File: src/rtl/staticisor_seq.sv
// Line/function staticisor with an internal SCAN1/ACTION1/SCAN2/ACTION2 sequencer,
// gated store address and manual line entry. Optional breakpoint: STAT_BREAK_EN.
module staticisor_seq #(
  parameter int INSTR_BITS = 32,
  parameter int L_BITS     = 5,
  parameter int L_LSB      = 0,
  parameter int F_BITS     = 3,
  parameter int F_LSB      = 13
) (
  input  logic                  clk,
  input  logic                  rst_n,
  input  logic                  run,
  input  logic                  step,
  input  logic                  halt,
  input  logic [INSTR_BITS-1:0] instr,
  input  logic                  instr_vld,
  input  logic [L_BITS-1:0]     man_l,
  input  logic [L_BITS-1:0]     man_key,
`ifdef STAT_BREAK_EN
  input  logic                  bp_en,
  input  logic [L_BITS-1:0]     bp_addr,
  output logic                  bp_hit,
`endif
  output logic [L_BITS-1:0]     l_stat,
  output logic [F_BITS-1:0]     f_stat,
  output logic [L_BITS-1:0]     l_addr,
  output logic [2:0]            beat,
  output logic                  action,
  output logic                  stopped
);

  generate
    if ((L_LSB + L_BITS > INSTR_BITS) || (F_LSB + F_BITS > INSTR_BITS)) begin : g_bad_field
      $error("staticisor_seq: instruction field exceeds INSTR_BITS");
    end
  endgenerate

  // The state encoding doubles as the externally visible beat code.
  typedef enum logic [2:0] {
    ST_STOP = 3'd0,
    ST_S1   = 3'd1,
    ST_A1   = 3'd2,
    ST_S2   = 3'd3,
    ST_A2   = 3'd4
  } state_t;

  state_t            state, state_nxt;
  logic              step_q;
  logic [L_BITS-1:0] key_q;
  logic              by_step, by_step_nxt;
  logic              step_rise;
  logic [L_BITS-1:0] key_rise;
  logic              start;
  logic              bp_stop;
  logic              unused_instr;

  assign step_rise    = step & ~step_q;
  assign key_rise     = man_key & ~key_q;
  assign start        = run | step_rise;
  assign unused_instr = ^instr;

`ifdef STAT_BREAK_EN
  assign bp_stop = bp_en && (l_stat == bp_addr);
`else
  assign bp_stop = 1'b0;
`endif

  always_comb begin
    state_nxt   = state;
    by_step_nxt = by_step;
    case (state)
      ST_STOP: begin
        if (start) begin
          state_nxt   = ST_S1;
          // A step edge only means single-instruction when the machine is not running.
          by_step_nxt = step_rise & ~run;
        end
      end
      ST_S1: state_nxt = ST_A1;
      ST_A1: if (instr_vld) state_nxt = ST_S2;
      ST_S2: state_nxt = ST_A2;
      ST_A2: begin
        if (halt || by_step || !run || bp_stop) state_nxt = ST_STOP;
        else                                    state_nxt = ST_S1;
      end
      default: state_nxt = ST_STOP;
    endcase
  end

  always_ff @(posedge clk) begin
    if (!rst_n) begin
      state   <= ST_STOP;
      step_q  <= 1'b0;
      key_q   <= '0;
      by_step <= 1'b0;
      l_stat  <= '0;
      f_stat  <= '0;
    end else begin
      state   <= state_nxt;
      step_q  <= step;
      key_q   <= man_key;
      by_step <= by_step_nxt;
      if (state == ST_A1 && instr_vld) begin
        l_stat <= instr[L_LSB +: L_BITS];
        f_stat <= instr[F_LSB +: F_BITS];
      end else if (state == ST_STOP && !start) begin
        // Each key edge loads only its own bit; start wins over manual entry.
        l_stat <= (l_stat & ~key_rise) | (man_l & key_rise);
      end
    end
  end

`ifdef STAT_BREAK_EN
  always_ff @(posedge clk) begin
    if (!rst_n) begin
      bp_hit <= 1'b0;
    end else if (state == ST_A2 && bp_stop) begin
      bp_hit <= 1'b1;
    end else if (state == ST_STOP && start) begin
      bp_hit <= 1'b0;
    end
  end
`endif

  assign beat    = state;
  assign action  = (state == ST_A1) || (state == ST_A2);
  assign stopped = (state == ST_STOP);
  assign l_addr  = l_stat & {L_BITS{state == ST_A2}};

endmodule

File: config.mk
export PLATFORM = sky130hd
export DESIGN_NAME = staticisor_seq
export DESIGN_NICKNAME = d
export VERILOG_FILES = /design/src/rtl/staticisor_seq.sv
export SDC_FILE = /design/constraint.sdc
export NUM_CORES = 1
export LEC_CHECK = 0
export CAP_MARGIN = 40
export CELL_PAD_IN_SITES_DETAIL_PLACEMENT = 0
export CELL_PAD_IN_SITES_GLOBAL_PLACEMENT = 2
export CORE_MARGIN = 10
export CORE_UTILIZATION = 17
export CTS_CLUSTER_SIZE = 20
export DETAILED_ROUTE_END_ITERATION = 7
export PLACE_DENSITY_LB_ADDON = 0.05
export SYNTH_ARGS = -nofsm -noshare
export SYNTH_HDL_FRONTEND = slang
export SYNTH_SLANG_ARGS = --single-unit
export TNS_END_PERCENT = 10
File: constraint.sdc
create_clock -name clk -period 1.75 [get_ports clk]
set_input_delay 0.4375 -clock clk [delete_from_list [all_inputs] [get_ports clk]]
set_output_delay 0.4375 -clock clk [all_outputs]
set_load 0.01 [all_outputs]
## Word-level counts from Yosys, hierarchy flattened

Index checks and enable logic that the tools add are counted.
Widths: inputs -> output; s select.

- Flip-flop bits (word level): 18
- Bits of input ports: 48
- Output and inout port bits: 18
- Logic and storage cells: 41

- Equal/unequal tests: 6
- Muxes and demuxes: 6
- Bitwise gates (word level): 12
- Reductions and logical operators: 11

Operators with widths:

| cell | number |
|---|---|
| $and 5x5->5 | 4 |
| $pmux 3 s5 | 1 |
| $mux 5 | 2 |
| $not 5->5 | 2 |
| $eq 3x2->1 const B | 2 |
| $mux 3 | 2 |
| $or 5x5->5 | 1 |
| $reduce_and 2->1 | 2 |
| $eq 3x1->1 const B | 1 |
| $eq 3x3->1 const B | 1 |
| $logic_not 3->1 | 1 |
| $logic_or 1x1->1 | 3 |
| $and 1x1->1 | 2 |
| $logic_and 1x1->1 | 2 |
| $logic_not 1->1 | 2 |
| $ne 2x1->1 const B | 1 |
| $ne 2x2->1 const B | 1 |
| $not 1->1 | 2 |
| $reduce_bool 2->1 | 1 |
| $mux 1 | 1 |
| $or 1x1->1 | 1 |

## Logic depth before layout (Yosys ltp)

- Depth after elaboration: 7
- Gate-level depth with buffers: 6

## Least setup slack after synthesis

Ideal clock, no wire load.

- Path type: register to register
- Start point: register state[1], in the netlist beat[1]
- End point: register (tool-made name)
- Arrival: 1.568 ns
- Required time: 1.676 ns
- Path slack: 0.108 ns
- Cell stages (with the launch flop): 6
- Path buffers: 2
- Path through: dfxtp_1 buf_6 or3_4 buf_6 or4_1 a31oi_1

RTL lines:

| element | RTL line | source |
|---|---|---|
| start, declared | 47 | `state_t state, state_nxt;` |
| start signal, assigned | 99 | `state <= state_nxt;` |

## Final worst setup path

- Start point: register state[0], in the netlist beat[0]
- End point: output l_addr[3]

- Longest elaborated chain between the ends: 2

RTL lines:

| element | RTL line | source |
|---|---|---|
| $eq 3x3->1 | 128 | `assign l_addr = l_stat & {L_BITS{state == ST_A2}};` |
| $and 5x5->5 | 128 |  |
| end, declared | 26 | `output logic [L_BITS-1:0] l_addr,` |

No other way between the ends.

==> qor_table.md <==
| Parameter | This run |
|:---|:---|
| Largest family of logic cells by synthesized area | simple AND/OR/NAND/NOR gates |
| Number of setup buffers added after CTS | 0 |
| Avg Inst Size Synth | 9.28 um^2 |
| Placed cell count | 207 |
| Minimum setup slack in the final design | 0.0461 ns |
| Pre-Repair DR Iteration Count | 4 |
| Ports placed on the boundary | 66 |
| Logic depth of the worst register-to-register path | 4 |
| Maximum achievable frequency | 0.587 GHz |
| Die width | 90.5 um |
| Number of setup violations in the final report | 0 |
| Time the final worst path needs with I/O delays and setup | 1.70 ns |
| Crit-path max FO | 5 |
| Number of H-tree levels | 1 |
| Maximum number of pins on one net before global-route repair | 14 |
| Hold Fails Final Rpt | 0 |
| Number of maximum-capacitance constraint violations | 0 |
| DP HPWL | 2210 um |
| Peak VDD IR | 0.000294 V |
| Post-layout util | 30.6% |
| Final routed wirelength across all metal layers | 2840 um |
| Crit. End Element | output pin |
| Most common flop cell mapped by yosys | sky130_fd_sc_hd__dfxtp_1 |
| Number of fill cells in the layout | 544 |
| Fraction of the mapped netlist area in adder cells | 0% |
| Mapped Nets | 139 |
| Number of buffers added by the clock tree synthesis step | 3 |
| Root Driver | sky130_fd_sc_hd__clkbuf_8 |
| Total Die Area | 8190 um^2 |
| Post-synth EDFFs | 0 |
| Routed wire per std cell | 13.5 um |
| Final Cycle Share | 97.4% |
| Synth warn | 0 |
| Height of the chip | 90.5 um |
| Resized Gates After CTS | 21 |
| Start-to-end type of the worst setup path | register to output pin |
| Power density relative to cell area | 838 nW/um^2 |
| CTS tree | done |
| Min-Delay Path Depth | 2 |
| Max-Slew Margin vs Limit | 78.9% |
| IO buf count | 41 |
| Antenna violations before repair | 0 |
| Req. time, crit path | 1.31 ns |
| Worst clock skew | 0.00107 ns |
| Longest Clk Path Bufs | 2 |
| Distinct cell type count after synthesis | 23 |
| Final-layout worst hold slack | 0.491 ns |
| Pre-CTS setup slack | -0.121 ns |
| Vias in the first global route | 920 |
| Flip-flop and latch count after synthesis | 18 |
| Fraction of registers with async set or reset after synthesis | 0% |
| Std-Cell Core Area | 4750 um^2 |
| ANT cells | 0 |
| Starting DRC count in detailed routing | 30 |
| Count of mapped cells out of synthesis | 91 |
| Crit. Startpoint | beat[0] |
| Setup slack of the most critical reg-to-reg path | 0.10 ns |
| Kind of start point of the critical path | register |
| Routability Congestion | 0.729 |
| GRT Total Usage | 7.10% |
| Fraction of final layout cells with drive strength greater than 1 | 20.8% |
| Share of the yosys chip area belonging to registers | 42.7% |
| Fraction of the mapped netlist area in compound gates | 16.6% |
| Clk sink count | 18 |
| Final Max Tran Viols | 0 |
| Nets | 193 |
| Class of the most critical hold timing path | register to register |
| Detail-routed via count per cell | 4.00 |
| Area fraction in and, or, nand and nor cells after synthesis | 28.4% |
| Global-route wire length before repair | 4690 um |
| Reg-to-reg startpoint | beat[2] |
| Number of antenna-violating nets in the routed design | 0 |
| Clock slew at reported path FFs | 0.07 ns |
| Count of vias placed by the detailed router | 845 |
| Final cell count without fillers | 211 |
| Clock latency at the later pin of the worst-skew pair | 0.25 ns |
| Count of hold buffers inserted by post-cts repair | 0 |
| Synth Area in XOR/XNOR | 2.07% |
| RSZ-0062 raised after global routing | yes |
| Outcome | completed |
| Area growth, synth to finish | 72.1% |
| Static leakage | 0.592 nW |
| DRC | 0 |
| Cell Rows | 25 |
| Overflow left after global routing | 0 |
| Multiplexer share of the synthesized area | 3.56% |
| Worst Max-Slew Pin Slew | 0.313 ns |
| Starting density of the core | 17.8% |
| Data arrival time of the worst path | 1.27 ns |
| Post-synthesis instance area | 845 um^2 |
==> stage by stage <==
step / power, mW / setup TNS (ns) / cell area (um^2)
2_1_floorplan: 0.682 / 0 / 845
3_3_place_gp: 0.901 / -0.843 / 1410
3_5_place_dp: 0.904 / -1.04 / 1410
4_1_cts: 1.25 / -0.0252 / 1470
5_1_grt: 1.31 / -0.117 / 1450
6_report: 1.22 / 0 / 1450
==> where the power goes <==
| group | internal [mW] | switching, mW |
|---|---|---|
| clock | 0.200 | 0.147 |
| sequential | 0.453 | 0.0283 |
| combinational | 0.219 | 0.171 |
==> critical path, cell delays in order (launching register included) <==
cell	delay, ns
sky130_fd_sc_hd__dfxtp_1	0.33
sky130_fd_sc_hd__nor3b_2	0.18
sky130_fd_sc_hd__buf_4	0.16
sky130_fd_sc_hd__and2_1	0.12
sky130_fd_sc_hd__clkdlybuf4s15_2	0.22
==> logic make-up (layout without fill, tap and decap cells) <==
group | Yosys count | in the layout
DFF | 18 | 18
muxes | 3 | 3
xor gates and xnor gates | 2 | 2
AOI/OAI and AO/OA | 20 | 20
buffers and inverters | 11 | 64
and+or+nand+nor | 37 | 37
==> layout make-up <==
cell class	instances	area (um^2)	area share (%)
multi-input combinational	62	433	29.8
tap	67	83.8	5.77
timing repair buffer	56	504	34.7
clock buffer	4	55.1	3.79
inverter	4	15.0	1.03
sequential	18	363	25.0
==> Yosys cell counts (all sizes together), types with 3 or more instances <==
| cell | n | area (um^2) |
|---|---|---|
| and2 | 11 | 68.8 |
| inv | 4 | 15.0 |
| o41ai | 6 | 52.6 |
| a31oi | 5 | 31.3 |
| clkbuf | 5 | 18.8 |
| mux2i | 3 | 30.0 |
| dfxtp | 18 | 360 |
| nand3b | 5 | 37.5 |
| or4 | 5 | 37.5 |
| o21ai | 5 | 25.0 |
| nand2b | 5 | 31.3 |
| nor2 | 4 | 15.0 |
==> routing by layer <==
layer | GRT usage (%) | part of all wire (%)
met1 | 8.28 | 47
met2 | 11.2 | 45
met3 | 2.99 | 6.8
met4 | 2.79 | 0.77
met5 | 0 | 0
==> how the worst max path moves through the flow <==
stage	end	slack (ns)
floorplan	register	0.11
global placement	l_addr[4]	-0.11
detailed placement	register	-0.12
CTS	l_addr[4]	-0.03
global route	l_addr[3]	-0.06
finish	l_addr[3]	0.05
==> cell usage in the layout (no fill, tap or decap), types with 2 or more instances in the layout <==
cell                              netlist  final
sky130_fd_sc_hd__clkdlybuf4s15_2        0      2
sky130_fd_sc_hd__a31oi_1                5      5
sky130_fd_sc_hd__clkbuf_8               0      4
sky130_fd_sc_hd__o21ai_0                5      5
sky130_fd_sc_hd__buf_4                  0     15
sky130_fd_sc_hd__or4_1                  5      5
sky130_fd_sc_hd__inv_1                  4      4
sky130_fd_sc_hd__nor3_1                 2      2
sky130_fd_sc_hd__nand2b_1               5      5
sky130_fd_sc_hd__o41ai_1                6      6
sky130_fd_sc_hd__and2_1                11     11
sky130_fd_sc_hd__clkbuf_2               0      3
sky130_fd_sc_hd__dfxtp_1               18     16
sky130_fd_sc_hd__nand3b_1               5      5
sky130_fd_sc_hd__clkdlybuf4s50_1        0     31
sky130_fd_sc_hd__a211oi_1               2      2
sky130_fd_sc_hd__nor2_1                 4      4
sky130_fd_sc_hd__mux2i_1                3      3
sky130_fd_sc_hd__dlygate4sd2_1          0      3
sky130_fd_sc_hd__dfxtp_2                0      2
sky130_fd_sc_hd__xnor2_1                2      2
Power figures use the tool's default switching activity.
